==> src/rtl/cgra_load_sched_pkg.sv <==
// Shared register offsets, CTRL/STATUS bit positions and sequencer states for cgra_load_sched.
package cgra_load_sched_pkg;

    localparam logic [4:0] OFF_CTRL   = 5'h00;
    localparam logic [4:0] OFF_STATUS = 5'h04;
    localparam logic [4:0] OFF_SRC    = 5'h08;
    localparam logic [4:0] OFF_LEN    = 5'h0C;
    localparam logic [4:0] OFF_COUNT  = 5'h10;

    localparam int CTRL_START  = 0;
    localparam int CTRL_ABORT  = 1;
    localparam int CTRL_IRQ_EN = 2;

    localparam int ST_BUSY = 0;
    localparam int ST_DONE = 1;
    localparam int ST_ERR  = 2;

    typedef enum logic [1:0] {
        S_IDLE,
        S_FETCH,
        S_DRAIN,
        S_FLUSH
    } state_e;

endpackage

==> src/rtl/cgra_load_sched_fifo.sv <==
// Small synchronous FIFO with flush; storage is left unreset, only the pointers/count are reset.
module cgra_load_sched_fifo #(
    parameter int DATA_WIDTH = 32,
    parameter int DEPTH      = 4
) (
    input  logic                       clk_i,
    input  logic                       rst_i,
    input  logic                       push_i,
    input  logic [DATA_WIDTH-1:0]      wdata_i,
    input  logic                       pop_i,
    input  logic                       flush_i,
    output logic [DATA_WIDTH-1:0]      rdata_o,
    output logic                       empty_o,
    output logic [$clog2(DEPTH):0]     count_o
);

    localparam int AW = $clog2(DEPTH);

    logic [DATA_WIDTH-1:0] mem [DEPTH];
    logic [AW-1:0]         wptr, rptr;
    logic [AW:0]           cnt;
    logic                  do_push, do_pop;

    assign do_pop  = pop_i && (cnt != '0);
    assign do_push = push_i && ((cnt != (AW+1)'(DEPTH)) || do_pop);

    always_ff @(posedge clk_i or posedge rst_i) begin
        if (rst_i) begin
            wptr <= '0;
            rptr <= '0;
            cnt  <= '0;
        end else if (flush_i) begin
            wptr <= '0;
            rptr <= '0;
            cnt  <= '0;
        end else begin
            if (do_push) wptr <= wptr + 1'b1;
            if (do_pop)  rptr <= rptr + 1'b1;
            case ({do_push, do_pop})
                2'b10:   cnt <= cnt + 1'b1;
                2'b01:   cnt <= cnt - 1'b1;
                default: cnt <= cnt;
            endcase
        end
    end

    always_ff @(posedge clk_i) begin
        if (do_push && !flush_i) mem[wptr] <= wdata_i;
    end

    assign rdata_o = mem[rptr];
    assign empty_o = (cnt == '0);
    assign count_o = cnt;

endmodule

==> src/rtl/cgra_load_sched.sv <==
// Register-programmed OBI read sequencer feeding the CGRA stream through a credit-limited FIFO.
// Optional interrupt output and CTRL.IRQ_EN enabled by defining CGRA_LOAD_SCHED_IRQ_EN.
module cgra_load_sched
    import cgra_load_sched_pkg::*;
#(
    parameter int ADDR_WIDTH = 32,
    parameter int DATA_WIDTH = 32,
    parameter int FIFO_DEPTH = 4,
    parameter int LEN_WIDTH  = 16
) (
    input  logic                    clk_i,
    input  logic                    rst_i,
    input  logic                    reg_valid_i,
    input  logic                    reg_write_i,
    input  logic [ADDR_WIDTH-1:0]   reg_addr_i,
    input  logic [DATA_WIDTH-1:0]   reg_wdata_i,
    output logic [DATA_WIDTH-1:0]   reg_rdata_o,
    output logic                    reg_error_o,
    output logic                    reg_ready_o,
    output logic                    obi_req_o,
    output logic [ADDR_WIDTH-1:0]   obi_addr_o,
    output logic                    obi_we_o,
    output logic [DATA_WIDTH/8-1:0] obi_be_o,
    input  logic                    obi_gnt_i,
    input  logic                    obi_rvalid_i,
    input  logic [DATA_WIDTH-1:0]   obi_rdata_i,
    output logic                    cgra_valid_o,
    output logic [DATA_WIDTH-1:0]   cgra_data_o,
    input  logic                    cgra_ready_i
`ifdef CGRA_LOAD_SCHED_IRQ_EN
    ,
    output logic                    irq_o
`endif
);

    localparam int CW = $clog2(FIFO_DEPTH) + 1;

    state_e                state;
    logic [ADDR_WIDTH-1:0] src_addr, addr;
    logic [LEN_WIDTH-1:0]  len, remaining, count;
    logic [CW-1:0]         outstanding, fifo_cnt;
    logic                  done, err, hold_req;
    logic [DATA_WIDTH-1:0] fifo_head;
    logic                  fifo_empty, fifo_push, fifo_pop, fifo_flush;
    logic [4:0]            offset;
    logic                  wr, wr_ctrl, start, abort, abort_go, busy;
    logic                  fire, rsp_ok, stray, credit_ok, req;
    logic [CW:0]           inflight;
    logic                  unused_addr;
`ifdef CGRA_LOAD_SCHED_IRQ_EN
    logic                  irq_en;
`endif

    assign offset      = reg_addr_i[4:0];
    assign unused_addr = ^reg_addr_i[ADDR_WIDTH-1:5];
    assign wr          = reg_valid_i && reg_write_i;
    assign wr_ctrl     = wr && (offset == OFF_CTRL);
    assign start       = wr_ctrl && reg_wdata_i[CTRL_START];
    assign abort       = wr_ctrl && reg_wdata_i[CTRL_ABORT];
    assign busy        = (state != S_IDLE);
    assign abort_go    = abort && ((state == S_FETCH) || (state == S_DRAIN));

    // Outstanding reads plus buffered words never exceed the FIFO depth.
    assign inflight  = {1'b0, outstanding} + {1'b0, fifo_cnt};
    assign credit_ok = inflight < (CW+1)'(FIFO_DEPTH);

    always_comb begin
        req = 1'b0;
        case (state)
            S_FETCH: req = (remaining != '0) && credit_ok;
            S_FLUSH: req = hold_req;
            default: req = 1'b0;
        endcase
    end

    assign fire   = req && obi_gnt_i;
    assign rsp_ok = obi_rvalid_i && (outstanding != '0);
    assign stray  = obi_rvalid_i && (outstanding == '0) && busy;

    assign fifo_flush   = (state == S_FLUSH) || abort_go;
    assign fifo_push    = rsp_ok && (state != S_FLUSH);
    assign cgra_valid_o = !fifo_empty && (state != S_FLUSH);
    assign fifo_pop     = cgra_valid_o && cgra_ready_i;
    assign cgra_data_o  = cgra_valid_o ? fifo_head : '0;

    assign obi_req_o   = req;
    assign obi_addr_o  = addr;
    assign obi_we_o    = 1'b0;
    assign obi_be_o    = '1;
    assign reg_ready_o = 1'b1;

    cgra_load_sched_fifo #(
        .DATA_WIDTH (DATA_WIDTH),
        .DEPTH      (FIFO_DEPTH)
    ) u_fifo (
        .clk_i   (clk_i),
        .rst_i   (rst_i),
        .push_i  (fifo_push),
        .wdata_i (obi_rdata_i),
        .pop_i   (fifo_pop),
        .flush_i (fifo_flush),
        .rdata_o (fifo_head),
        .empty_o (fifo_empty),
        .count_o (fifo_cnt)
    );

    always_ff @(posedge clk_i or posedge rst_i) begin
        if (rst_i) begin
            state       <= S_IDLE;
            src_addr    <= '0;
            len         <= '0;
            addr        <= '0;
            remaining   <= '0;
            count       <= '0;
            outstanding <= '0;
            done        <= 1'b0;
            err         <= 1'b0;
            hold_req    <= 1'b0;
        end else begin
            case ({fire, rsp_ok})
                2'b10:   outstanding <= outstanding + 1'b1;
                2'b01:   outstanding <= outstanding - 1'b1;
                default: outstanding <= outstanding;
            endcase
            if (fifo_pop) count <= count + 1'b1;
            if (fire) begin
                addr      <= addr + ADDR_WIDTH'(4);
                remaining <= remaining - 1'b1;
                hold_req  <= 1'b0;
            end

            if (wr && (offset == OFF_STATUS)) begin
                done <= 1'b0;
                err  <= 1'b0;
            end
            if (wr && (offset == OFF_SRC)) begin
                if (busy) err <= 1'b1;
                else      src_addr <= {reg_wdata_i[ADDR_WIDTH-1:2], 2'b00};
            end
            if (wr && (offset == OFF_LEN)) begin
                if (busy) err <= 1'b1;
                else      len <= reg_wdata_i[LEN_WIDTH-1:0];
            end
            if (stray || (start && busy)) err <= 1'b1;

            case (state)
                S_IDLE: begin
                    if (start) begin
                        done <= (len == '0);
                        err  <= 1'b0;
                        if (len != '0) begin
                            state     <= S_FETCH;
                            addr      <= src_addr;
                            remaining <= len;
                            count     <= '0;
                        end
                    end
                end
                S_FETCH: begin
                    if (abort) begin
                        state    <= S_FLUSH;
                        hold_req <= req && !obi_gnt_i;
                    end else if (fire && (remaining == LEN_WIDTH'(1))) begin
                        state <= S_DRAIN;
                    end
                end
                S_DRAIN: begin
                    if (abort) begin
                        state    <= S_FLUSH;
                        hold_req <= 1'b0;
                    end else if ((outstanding == '0) && fifo_empty) begin
                        state <= S_IDLE;
                        done  <= 1'b1;
                    end
                end
                S_FLUSH: begin
                    if ((outstanding == '0) && !hold_req) begin
                        state <= S_IDLE;
                        err   <= 1'b1;
                        done  <= 1'b0;
                    end
                end
                default: state <= S_IDLE;
            endcase
        end
    end

`ifdef CGRA_LOAD_SCHED_IRQ_EN
    always_ff @(posedge clk_i or posedge rst_i) begin
        if (rst_i) begin
            irq_en <= 1'b0;
            irq_o  <= 1'b0;
        end else begin
            if (wr_ctrl) irq_en <= reg_wdata_i[CTRL_IRQ_EN];
            if (wr && (offset == OFF_STATUS)) irq_o <= 1'b0;
            else                               irq_o <= irq_en && (done || err);
        end
    end
`endif

    always_comb begin
        reg_rdata_o = '0;
        reg_error_o = 1'b0;
        if (reg_valid_i) begin
            case (offset)
                OFF_CTRL: begin
`ifdef CGRA_LOAD_SCHED_IRQ_EN
                    reg_rdata_o[CTRL_IRQ_EN] = irq_en;
`endif
                end
                OFF_STATUS: begin
                    reg_rdata_o[ST_BUSY] = busy;
                    reg_rdata_o[ST_DONE] = done;
                    reg_rdata_o[ST_ERR]  = err;
                end
                OFF_SRC:   reg_rdata_o[ADDR_WIDTH-1:0] = src_addr;
                OFF_LEN:   reg_rdata_o[LEN_WIDTH-1:0]  = len;
                OFF_COUNT: reg_rdata_o[LEN_WIDTH-1:0]  = count;
                default:   reg_error_o = 1'b1;
            endcase
        end
    end

endmodule

==> config.mk <==
export PLATFORM = sky130hd
export DESIGN_NAME = cgra_load_sched
export DESIGN_NICKNAME = d
export VERILOG_FILES = /design/src/rtl/cgra_load_sched_pkg.sv /design/src/rtl/cgra_load_sched_fifo.sv /design/src/rtl/cgra_load_sched.sv
export SDC_FILE = /design/constraint.sdc
export NUM_CORES = 1
export LEC_CHECK = 0
export ABC_AREA = 0
export CORE_MARGIN = 2
export CORE_UTILIZATION = 46
export DETAILED_ROUTE_END_ITERATION = 7
export PLACE_DENSITY = 0.71
export SLEW_MARGIN = 30
export SYNTH_ARGS = -nofsm -noshare
export SYNTH_HDL_FRONTEND = slang
export SYNTH_SLANG_ARGS = --single-unit
==> constraint.sdc <==
create_clock -name clk_i -period 4.8 [get_ports clk_i]
set_input_delay 0.72 -clock clk_i [delete_from_list [all_inputs] [get_ports clk_i]]
set_output_delay 0.72 -clock clk_i [all_outputs]
set_load 0.005 [all_outputs]
* After elaboration in Yosys (flattened, before gate mapping)
Memory sizes are Yosys's and may differ from the RTL's.
Index checks and enable logic that the tools add are counted.
** Storage, ports and cells
- Bits in latches :: 0
- Flip-flop bits (word level) :: 125
- Memory bits (writable) :: 128
- ROM bits :: 0
- Logic and storage cells :: 151
- Output and inout port bits :: 105
- Input port bits :: 103
- Memories kept :: 1
** Operators by class
- Muxes and demuxes :: 56
- Div/mod/pow operators :: 0
- Order comparisons :: 1
- Multipliers :: 0
- Shift operators :: 0
- Bitwise logic cells :: 1
- Eq/ne operators :: 19
- Add/sub/neg operators :: 10
- Reduce and logical (&&, ||, !) cells :: 50
** Memories
- u_fifo.mem :: words 4, bits a word 32, rd ports 1, clocked after Yosys merged registers in 0, wr ports 1, RTL line cgra_load_sched_fifo.sv:19 : logic [DATA_WIDTH-1:0] mem [DEPTH];
** Operators with widths (count)
- $mux 32 :: 6
- $mux 16 :: 9
- $pmux 13 s3 :: 1
- $add 32x3->32 const B :: 1
- $reduce_bool 16->1 :: 2
- $logic_and 1x1->1 :: 24
- $mux 2 :: 11
- $mux 1 :: 20
- $add 16x1->16 const B :: 1
- $eq 16x1->1 const B :: 1
- $logic_not 16->1 :: 1
- $sub 16x1->16 const B :: 1
- $pmux 3 s2 :: 2
- $pmux 3 s4 :: 1
- $eq 5x4->1 const B :: 2
- $reduce_bool 3->1 :: 3
- $eq 2x2->1 const B :: 4
- $pmux 2 s4 :: 1
- $reduce_bool 2->1 :: 4
- $add 3x1->3 const B :: 2
- $eq 2x1->1 const B :: 3
- $logic_not 3->1 :: 2
- $ne 2x2->1 const B :: 3
- $ne 3x2->1 const B :: 2
- other kinds (19) :: 30

* Longest topological paths before layout
Gate-level depths: netlist of run 1.
- Depth after elaboration :: 10
- Mapped depth :: 12

* Cells and area by module
Synthesis of run 1 repeated with hierarchy kept, for this count alone.
** Unflattened totals
- Cells, all modules :: 930
- Area total of the unflattened synthesis :: 11863.9 um2
** Modules (own cells, without submodules)
- cgra_load_sched :: cells an instance 698, times used 1, area each 6688.9 um2
- cgra_load_sched_fifo :: cells an instance 232, times used 1, area each 5175.0 um2

* Least setup slack after synthesis of run 1
No wires, ideal clock.
- Kind :: input -> register
- Start :: input port cgra_ready_i
- End :: memory u_fifo.mem[0][0] (enable)
- Arrival :: 2.233 ns
- Setup time :: 0.392 ns
- Path buffers :: 0
- Slack :: 2.175 ns
- Required time :: 4.408 ns
- Stages :: 3
- Cell sequence :: inv_1 -> a311oi_1 -> and3_1
** Between the ends
- Word-level cells in the longest chain between the ends :: 7
** RTL lines
- from (decl) :: RTL line cgra_load_sched.sv:29 : input logic cgra_ready_i
- $logic_and 1x1->1 :: RTL line cgra_load_sched.sv:83 : assign fifo_pop = cgra_valid_o && cgra_ready_i;
- $logic_and 1x1->1 :: RTL line cgra_load_sched_fifo.sv:24 : assign do_pop = pop_i && (cnt != '0);
- $logic_or 1x1->1 :: RTL line cgra_load_sched_fifo.sv:25 : assign do_push = push_i && ((cnt != (AW+1)'(DEPTH)) || do_pop);
- $logic_and 1x1->1 :: RTL line cgra_load_sched_fifo.sv:25
- $logic_and 1x1->1 :: RTL line cgra_load_sched_fifo.sv:48 : if (do_push && !flush_i) mem[wptr] <= wdata_i;
- $mux 1 :: RTL line cgra_load_sched_fifo.sv:48
- $mux 1 (not written as such) :: RTL line cgra_load_sched_fifo.sv:48
- to (decl) :: RTL line cgra_load_sched_fifo.sv:19
Every way passes these cells.

* Worst setup path in the final report of run 1
- Start :: input port reg_addr_i[4]
- End :: output port reg_rdata_o[18]
** Between the ends
- Word-level cells in the longest chain between the ends :: 3
** RTL lines
- from (decl) :: RTL line cgra_load_sched.sv:15 : input logic [ADDR_WIDTH-1:0] reg_addr_i,
- $eq 5x4->1 :: RTL line cgra_load_sched.sv:205 : case (offset)
- $mux 16 :: RTL line cgra_load_sched.sv:205
- $mux 32 :: RTL line cgra_load_sched.sv:204 : if (reg_valid_i) begin
- to (decl) :: RTL line cgra_load_sched.sv:17 : output logic [DATA_WIDTH-1:0] reg_rdata_o,
Every way passes these cells.

==> impl_results.md, run 1 <==
- Clock root buffer: clkbuf_16
- Status: finished clean
- Residual DRC: 0
- Pwr dens: 509 nW/um^2
- Antenna-violating nets left: 0
- Met1 usage: 0.284
- Switching power: 2.27 mW
- Post-synth EDFFs: 128
- Layout cells sized above 1: 0.144
- Ant diodes: 0
- Starting Density: 0.468
- Syn Inst Count: 905
- Detailed Route Iter0 Violations: 528
- Clk sinks: 251
- Slew Viols, Final: 0
- Sequential share of power: 0.412
- CTS tree: done
- Multi-input gate area: 4510 um^2
- GRT overflow: 0
- Hold Path Origin: src_addr[25]
- Worst Path Max Fanout: 16
- Row count: 58
- Register area: 6920 um^2
- Final #Nets: 1195
- CP startpoint kind: primary input
- Max-slew headroom: 0.517
- Synth area leaders: edfxtp_1 (33%), dfrtp_1 (26%), mux4_2 (6.1%)
- P_int: 5.18 mW
- Yosys warns: 0
- Total CTS buffers: 28
- Synth top area share: 0.327
- Vias: 7940
- Clock power share: 0.265
- H-tree depth: 1
- Clock Path Buffers: 3
- Switching Share: 0.305
- Pleak: 5.67 nW
- Final count of negative-setup-slack endpoints: 0
- Worst EP required: 4.08 ns
- Worst Hold Depth: 2
- Final Cycle Share: 0.824
- Die Height: 164 um
- RSZ-0062 raised after global routing: no
- Die area: 26800 um^2
- Fillers: 2070
- Hpwl dp: 18700 um
- Hold Path Class: flip-flop to flip-flop
- Min Tclk post-route: 3.95 ns
- GR Layer Usage met2: 0.344
- Initial antenna violation count: 0
- P&R area growth vs syn: 24.6%
- Post-Syn Area: 11700 um^2
- First-pass GRT wire length: 43600 um
- CP arrival: 3.23 ns
- Crit Path Class: primary input to output port
- Primary FF master, synth: edfxtp_1
- Async SR Flop Fraction: 0.490
- WL per Instance: 19.5 um
- Die W: 164 um
- Postcts setup bufs: 0
- Vias in the first global route: 7921
- Non-Filler Instances: 1423
- Largest net degree at the start of global routing: 81
- Worst reg-to-reg path cell count: 10
- Synth cell types: 58
- Wirelength, routed: 27800 um
- Register area share after synthesis: 0.589
- # IOs: 208
- Core box area: 25100 um^2
- Global routing usage on met3: 0.0384
- Area leader, netlist: edfxtp_1
- Commonest non-fill, non-tap cell in the layout: clkdlybuf4s50_1
- Clk_skew: 0.0130 ns
- Worst-margin pin slew: 0.724 ns
- FMAX: 253 MHz
- Placed Cells: 1375
- Mean post-synth cell area: 13.0 um^2
- Final TNS setup: 0 ns
- CP Capture Type: output port
- Synthesis-stage register bit count: 251
- Grt peak-use layer: met2
- R2R Setup Slk: 1.51 ns
- Reg-to-reg startpoint: state[1]
- Worst-Skew Late Latency: 0.54 ns
- Most frequent cells in the layout: clkdlybuf4s50_1 (172), edfxtp_1 (128), dfrtp_1 (122)
- Worst-path clk slew: 0.05 ns
- VDD IR max: 391 uV
- GRT Resource Usage Total: 0.208
- Final Hold Viols: 0
- Max Cap Viol: 0
- Routed vias/inst: 5.58
- Placer Congestion: 0.847
- Drt pass-1 iters: 5
- Gate power share: 0.323
- Post-cts resize count: 0
- CTS hold repair buffers: 0
- Reg2Reg Capture Point: outstanding[1]
- I/O Buffers: 172
- Hold Path Sink: obi_addr_o[25]
## cell families (layout without fill, tap and decap cells)
kind of cell | Yosys count | after routing | synth area share
adders and majority gates | 17 | 17 | 0.0194
xor gates and xnor gates | 54 | 54 | 0.0403
and+or+nand+nor | 300 | 300 | 0.140
buffers and inverters | 73 | 255 | 0.0298
DFF | 251 | 251 | 0.589
other | 2 | 8 | 0.000639
muxes | 94 | 94 | 0.121
AOI/OAI and AO/OA | 114 | 114 | 0.0600
## cell type report
cell class | count | share of cell area
sequential | 251 | 0.473
multi-input combinational | 587 | 0.308
timing repair buffer | 187 | 0.128
clock buffer | 40 | 0.0523
tap | 330 | 0.0282
inverter | 20 | 0.00547
clock inverter | 8 | 0.00538
## power by group through the flow
stage                     clock network, mW  logic [mW]  registers, mW
after detailed placement                  0        2.41           3.11
after global routing                   2.11        2.63           3.13
after CTS                              2.02        2.44           3.07
after global placement                    0        2.38           3.09
after floorplan                           0        1.47           2.97
final                                  1.97        2.41           3.07
## sequential cells by signal, indices dropped and copies added, names as in the netlist
| name | cells |
|---|---|
| count | 16 |
| done | 1 |
| u_fifo.count_o | 3 |
| hold_req | 1 |
| u_fifo.rptr | 2 |
| src_addr | 30 |
| len | 16 |
| u_fifo.mem | 128 |
| u_fifo.wptr | 2 |
| state | 2 |
| obi_addr_o | 30 |
| remaining | 16 |
| err | 1 |
| outstanding | 3 |
## per-stage QoR
stage               hold slack (ns)  cell area [um^2]  worst slack [ns]  total power, mW  utilization
floorplan                     0.459             11800             0.809             4.45            -
global placement              0.483             13800             0.940             5.47        0.549
detailed placement            0.496             13800             0.904             5.52        0.549
CTS                           0.511             14600             0.893             7.53        0.583
global route                  0.543             14600             0.704             7.87        0.583
finish                        0.507             14600             0.847             7.45        0.583
## cells in the mapped netlist, drive strengths merged, types with 2 or more instances
| library cell | instances |
|---|---|
| edfxtp | 128 |
| dfrtp | 123 |
| nand2 | 66 |
| mux2 | 61 |
| o21ai | 52 |
| and3 | 49 |
| nor2 | 43 |
| xor2 | 37 |
| mux4 | 32 |
| buf | 28 |
| clkbuf | 25 |
| and2 | 23 |
| nand4 | 22 |
| inv | 20 |
| nand3 | 19 |
| or3 | 17 |
| xnor2 | 17 |
| a22oi | 16 |
| ha | 15 |
| a21oi | 14 |
| nor2b | 14 |
| nor3 | 14 |
| nor4 | 12 |
| a31oi | 10 |
| and4 | 9 |
| a22o | 4 |
| a21o | 3 |
| nand2b | 3 |
| nor4b | 3 |
| a211oi | 2 |
| a311oi | 2 |
| a41oi | 2 |
| conb | 2 |
| fa | 2 |
| o31ai | 2 |
## critical path: stages
cell and delay (ns):
clkdlybuf4s50_1 0.55, nor3_2 0.51, and2_1 0.24, and3b_1 0.49
and2_1 0.20, clkdlybuf4s50_1 0.51
## metal layers
metal	wire, um	share of wire
met1	12000	0.43
met2	13400	0.48
met3	1700	0.061
met4	623	0.022
met5	0	0
## worst max path at each step
stage,start,end,slack (ns),cells after the start
2_1_floorplan,rst_i,count[0],0.81,1
3_3_place_gp,reg_addr_i[4],reg_rdata_o[16],0.94,6
3_5_place_dp,reg_addr_i[4],reg_rdata_o[18],0.90,6
4_1_cts,reg_addr_i[4],reg_rdata_o[18],0.89,6
5_1_grt,reg_addr_i[4],reg_rdata_o[19],0.70,6
6_report,reg_addr_i[4],reg_rdata_o[18],0.85,6
No activity file was read; power rests on OpenSTA's default activity.
==> run 2, diff against run 1 <==
Settings changed: PLACE_DENSITY 0.71 to 0.74.
Clock period 4.8 ns to 3.33 ns, I/O delays scaled along.
==> impl_results.md, run 2 (synthesized netlist as in run 1, its figures left out) <==
- Status: finished clean
- Clock Path Buffers: 3 (unchanged)
- Routed vias/inst: 5.58 (about the same)
- First-pass GRT wire length: 43600 um (about the same)
- Final count of negative-setup-slack endpoints: 0 (unchanged)
- CP arrival: 2.68 ns (-0.55 ns)
- Worst-margin pin slew: 0.809 ns (+0.0851 ns)
- CP Capture Type: output port
- Max-slew headroom: 0.460 (-0.0578)
- Initial antenna violation count: 0 (unchanged)
- H-tree depth: 1 (unchanged)
- Total CTS buffers: 27 (-3.6%)
- Largest register FFs: 128 (unchanged)
- Final TNS setup: 0 ns (unchanged)
- Die Height: 164 um (unchanged)
- Worst-Skew Late Latency: 0.54 ns (about the same)
- Core box area: 25100 um^2 (unchanged)
- Worst-path clk slew: 0.06 ns (about the same)
- Vias: 8047 (+1.3%)
- Clk sinks: 251 (unchanged)
- Worst EP required: 2.83 ns (-1.25 ns)
- Non-Filler Instances: 1441 (+1.3%)
- Final Cycle Share: 0.954
- Vias in the first global route: 8068 (+1.9%)
- Final #Nets: 1210 (+1.3%)
- Min Tclk post-route: 3.18 ns
- Most frequent cells in the layout: clkdlybuf4s50_1 (172), edfxtp_1 (128), dfrtp_1 (122)
- I/O Buffers: 172 (unchanged)
- Detailed Route Iter0 Violations: 556 (+5.3%)
- Antenna-violating nets left: 0 (unchanged)
- Placed Cells: 1391 (+1.2%)
- Largest register by flop count: u_fifo.mem
- Postcts setup bufs: 0 (unchanged)
- Commonest non-fill, non-tap cell in the layout: clkdlybuf4s50_1
- Die area: 26800 um^2 (unchanged)
- GRT overflow: 0 (unchanged)
- Pwr dens: 748 nW/um^2 (+47%)
- CTS tree: done
- Placer Congestion: 0.907 (+7.1%)
- Reg2Reg Capture Point: outstanding[2]
- Clk_skew: 0.0137 ns (+0.000729 ns)
- Largest net degree at the start of global routing: 87 (+7.4%)
- Max Cap Viol: 0 (unchanged)
- Crit Path Class: flip-flop to output port
- WL per Instance: 19.3 um (-1.2%)
- Row count: 58 (unchanged)
- Residual DRC: 0 (unchanged)
- Pleak: 5.83 nW (+2.8%)
- CP startpoint kind: flip-flop
- Wirelength, routed: 27800 um (about the same)
- Final Hold Viols: 0 (unchanged)
- # IOs: 208 (unchanged)
- R2R Setup Slk: 0.51 ns (-1.00 ns)
- CTS hold repair buffers: 0 (unchanged)
- Hpwl dp: 18900 um (+1.4%)
- Starting Density: 0.468 (unchanged)
- Die W: 164 um (unchanged)
- Total power draw: 11.2 mW (+50%)
- Drt pass-1 iters: 5 (unchanged)
- Clock root buffer: clkbuf_16
- P&R area growth vs syn: 26.9%
- Reg-to-reg startpoint: state[1]
- FMAX: 315 MHz
- RSZ-0062 raised after global routing: no
- Ant diodes: 0 (unchanged)
- Worst Path Max Fanout: 7 (-9)
- GRT Resource Usage Total: 0.207 (-0.00154)
- Worst reg-to-reg path cell count: 12 (+2)
- Hold Path Class: primary input to asynchronous set/reset pin
- Layout cells sized above 1: 0.163 (+0.0193)
- Slew Viols, Final: 0 (unchanged)
- VDD IR max: 619 uV (+59%)
[run 2: changes by cell type in the layout (fill, tap and decap cells not counted), moves of 2 or more]
cell       delta
buf_4        +12
clkbuf_1      -7
clkinv_2      +5
buf_12        +4
bufinv_16     +4
clkinv_4      +2
inv_6         +2
[run 2: area by class of cell]
cell class                      instances  area [um^2]
Fill cell                            2031        10200
Inverter                               20         78.8
Sequential cell                       251         6920
Multi-Input combinational cell        587         4510
Timing Repair Buffer                  203         2040
Tap cell                              330          413
Clock buffer                           32          714
Clock inverter                         18          233
[run 2: how the worst max path moves through the flow]
stage	depth (start not counted)	slack [ns]	endpoint	startpoint
6_report	6	0.15	obi_req_o	state[1]
5_1_grt	6	0.02	obi_req_o	state[1]
4_1_cts	6	0.07	obi_req_o	state[1]
3_5_place_dp	8	0.31	reg_rdata_o[6]	reg_addr_i[2]
3_3_place_gp	7	0.32	reg_rdata_o[0]	reg_addr_i[2]
2_1_floorplan	12	0.72	outstanding[2]	remaining[0]
[run 2: where the power goes]
group          switching, mW  internal (mW)  total [mW]
Combinational           1.69           1.95        3.64
Sequential             0.447           3.93        4.38
Clock                   1.21           1.93        3.14
Total                   3.35           7.81        11.2
[run 2: metal layers]
| layer | global-route usage | vias to the layer above | wire length, um |
|---|---|---|---|
| met3 | 0.0462 | 30 | 1890 |
| met1 | 0.278 | 4038 | 11900 |
| li1 | - | 3738 | - |
| met5 | 0 | - | 0 |
| met4 | 0.0419 | 0 | 440 |
| met2 | 0.347 | 241 | 13500 |
[run 2: timing repair]
action                     CTS  global route
hold endpoints to repair     0             0
resized for setup            0             1
setup endpoints to repair    0             1
[run 2: critical path, stage by stage (launching register included)]
cell and delay (ns):
dfrtp_1 0.43, inv_1 0.15, ha_1 0.30, nor4b_2 0.29, and2_1 0.20, a22o_1 0.24
clkdlybuf4s50_1 0.54
[run 2: metrics by stage]
step / worst slack (ns) / cell area, um^2 / util / hold slack, ns
after floorplan: 0.723 / 11800 / - / 0.459
after global placement: 0.320 / 14000 / 0.556 / 0.485
after detailed placement: 0.310 / 14000 / 0.556 / 0.491
after CTS: 0.0733 / 14900 / 0.594 / 0.499
after global routing: 0.0236 / 14900 / 0.594 / 0.539
final: 0.153 / 14900 / 0.594 / 0.488
==> run 3, diff against run 2 <==
Settings changed: CTS_CLUSTER_SIZE set to 12, TNS_END_PERCENT set to 5.
==> impl_results.md, run 3 (synthesized netlist as in run 1, its figures left out) <==
- Status: finished clean
- Starting Density: 0.468 (unchanged)
- Worst-Skew Late Latency: 0.54 ns (about the same)
- Worst-path clk slew: 0.06 ns (about the same)
- Slew Viols, Final: 0 (unchanged)
- Dpl cell area: 14000 um^2 (unchanged)
- GRT Resource Usage Total: 0.207 (+0.000814)
- Hold Path Class: primary input to asynchronous set/reset pin
- CP arrival: 2.69 ns (about the same)
- CTS hold repair buffers: 0 (unchanged)
- VDD IR max: 537 uV (-13%)
- Worst reg-to-reg path cell count: 12 (unchanged)
- H-tree depth: 1 (unchanged)
- Drt pass-1 iters: 5 (unchanged)
- Vias in the first global route: 8098 (+0.37%)
- Antenna-violating nets left: 0 (unchanged)
- Final Hold Viols: 0 (unchanged)
- Max-slew headroom: 0.461 (+0.00183)
- Ant diodes: 0 (unchanged)
- Detailed Route Iter0 Violations: 550 (-1.1%)
- Worst EP required: 2.83 ns (about the same)
- Final worst setup slack: 0.138 ns (-0.0148 ns)
- Residual DRC: 0 (unchanged)
- Routed vias/inst: 5.58 (-0.11%)
- Die area: 26800 um^2 (unchanged)
- Pwr dens: 745 nW/um^2 (-0.41%)
- Die Height: 164 um (unchanged)
- GRT overflow: 0 (unchanged)
- Final #Nets: 1211 (+0.083%)
- Clock root buffer: clkbuf_16
- FMAX: 313 MHz (-0.46%)
- Clk sinks: 251 (unchanged)
- Cell Chain, Critical Path: inv_1 -> ha_1 -> nor4b_2 -> and2_1 -> a22o_1 -> clkdlybuf4s50_1
- Core box area: 25100 um^2 (unchanged)
- Die W: 164 um (unchanged)
- First-pass GRT wire length: 43800 um (+0.27%)
- Hpwl dp: 18900 um (unchanged)
- I/O Buffers: 172 (unchanged)
- Post-cts resize count: 0 (unchanged)
- Postcts setup bufs: 0 (unchanged)
- Worst Path Max Fanout: 7 (unchanged)
- Pleak: 5.82 nW (-0.27%)
- Min Tclk post-route: 3.19 ns (+0.0148 ns)
- Max Cap Viol: 0 (unchanged)
- Total CTS buffers: 28 (+3.7%)
- Wirelength, routed: 27800 um (+0.21%)
- CTS tree: done
- Worst-margin pin slew: 0.806 ns (-0.00274 ns)
- Hold slack: 0.484 ns (-0.00318 ns)
- Initial antenna violation count: 0 (unchanged)
- Largest register by flop count: u_fifo.mem
- Final count of negative-setup-slack endpoints: 0 (unchanged)
- CP startpoint kind: flip-flop
- RSZ-0062 raised after global routing: no
- Commonest non-fill, non-tap cell in the layout: clkdlybuf4s50_1
- Largest register FFs: 128 (unchanged)
- Crit path max-delay cell type: clkdlybuf4s50_1
- Clk_skew: 0.0166 ns (+0.00283 ns)
- Crit Path Class: flip-flop to output port
- Most frequent cells in the layout: clkdlybuf4s50_1 (172), edfxtp_1 (128), dfrtp_1 (122)
- Placer Congestion: 0.907 (unchanged)
- DP Worst Slack: 0.310 ns (unchanged)
- Final instance area: 14900 um^2 (about the same)
- WL per Instance: 19.3 um (about the same)
- CP Capture Type: output port
- Max incr delay on CP: 0.54 ns (about the same)
- # IOs: 208 (unchanged)
- P&R area growth vs syn: 26.9% (about the same)
- Row count: 58 (unchanged)
- Clock Path Buffers: 3 (unchanged)
- Final Cycle Share: 0.959 (+0.00443)
- Vias: 8049 (+0.025%)
- Layout cells sized above 1: 0.158 (-0.00479)
- Final TNS setup: 0 ns (unchanged)
- Largest net degree at the start of global routing: 87 (unchanged)
run 3: cell count changes in the layout (fill, tap and decap cells not counted), moves of 2 or more:
cell	before	now
bufinv_16	5	3
clkbuf_1	3	10
clkbuf_8	2	5
clkinv_2	7	2
clkinv_4	2	0
inv_6	3	1
run 3: critical path, delay by kind of cell (launching register included):
family	cells	cell delay (ns)
flip-flops	1	0.43
AO/OA/AOI/OAI	1	0.24
adder cells (fa/ha/maj)	1	0.30
AND/OR/NAND/NOR	2	0.49
buffers and inverters	2	0.69
run 3: worst paths after layout:
path | from | endpoint | slack (ns)
worst min-delay path | rst_i | src_addr[23] | 0.48
worst min register to register | src_addr[19] | obi_addr_o[19] | 0.50
worst max-delay path | state[1] | obi_req_o | 0.14
max in group asynchronous | rst_i | obi_addr_o[31] | 2.14
min in group clk_i | src_addr[19] | obi_addr_o[19] | 0.50
worst max register to register | state[1] | outstanding[2] | 0.50
run 3: cell type report:
type | count | area, um^2
clock inverter | 9 | 136
multi-input combinational | 587 | 4510
fill | 2037 | 10200
timing repair buffer | 203 | 2040
clock buffer | 43 | 807
inverter | 20 | 78.8
sequential | 251 | 6920
tap | 330 | 413
run 3: stage by stage:
step	std cells	power (mW)	util
final	1443	11.1	0.594
after global routing	1443	11.7	0.594
after CTS	1443	11.2	0.594
after detailed placement	1391	8.05	0.556
after global placement	1391	7.95	0.556
after floorplan	911	6.41	-
run 3: metal layers:
| layer | track usage | vias to the layer above | wire length (um) |
|---|---|---|---|
| li1 | - | 3728 | - |
| met1 | 0.277 | 4001 | 11700 |
| met2 | 0.348 | 288 | 13500 |
| met3 | 0.0477 | 32 | 2170 |
| met4 | 0.0463 | 0 | 454 |
| met5 | 0 | - | 0 |
run 3: where the power goes:
group / internal [mW] / switching [mW]
Sequential: 3.93 / 0.447
Clock: 1.90 / 1.19
Combinational: 1.95 / 1.69
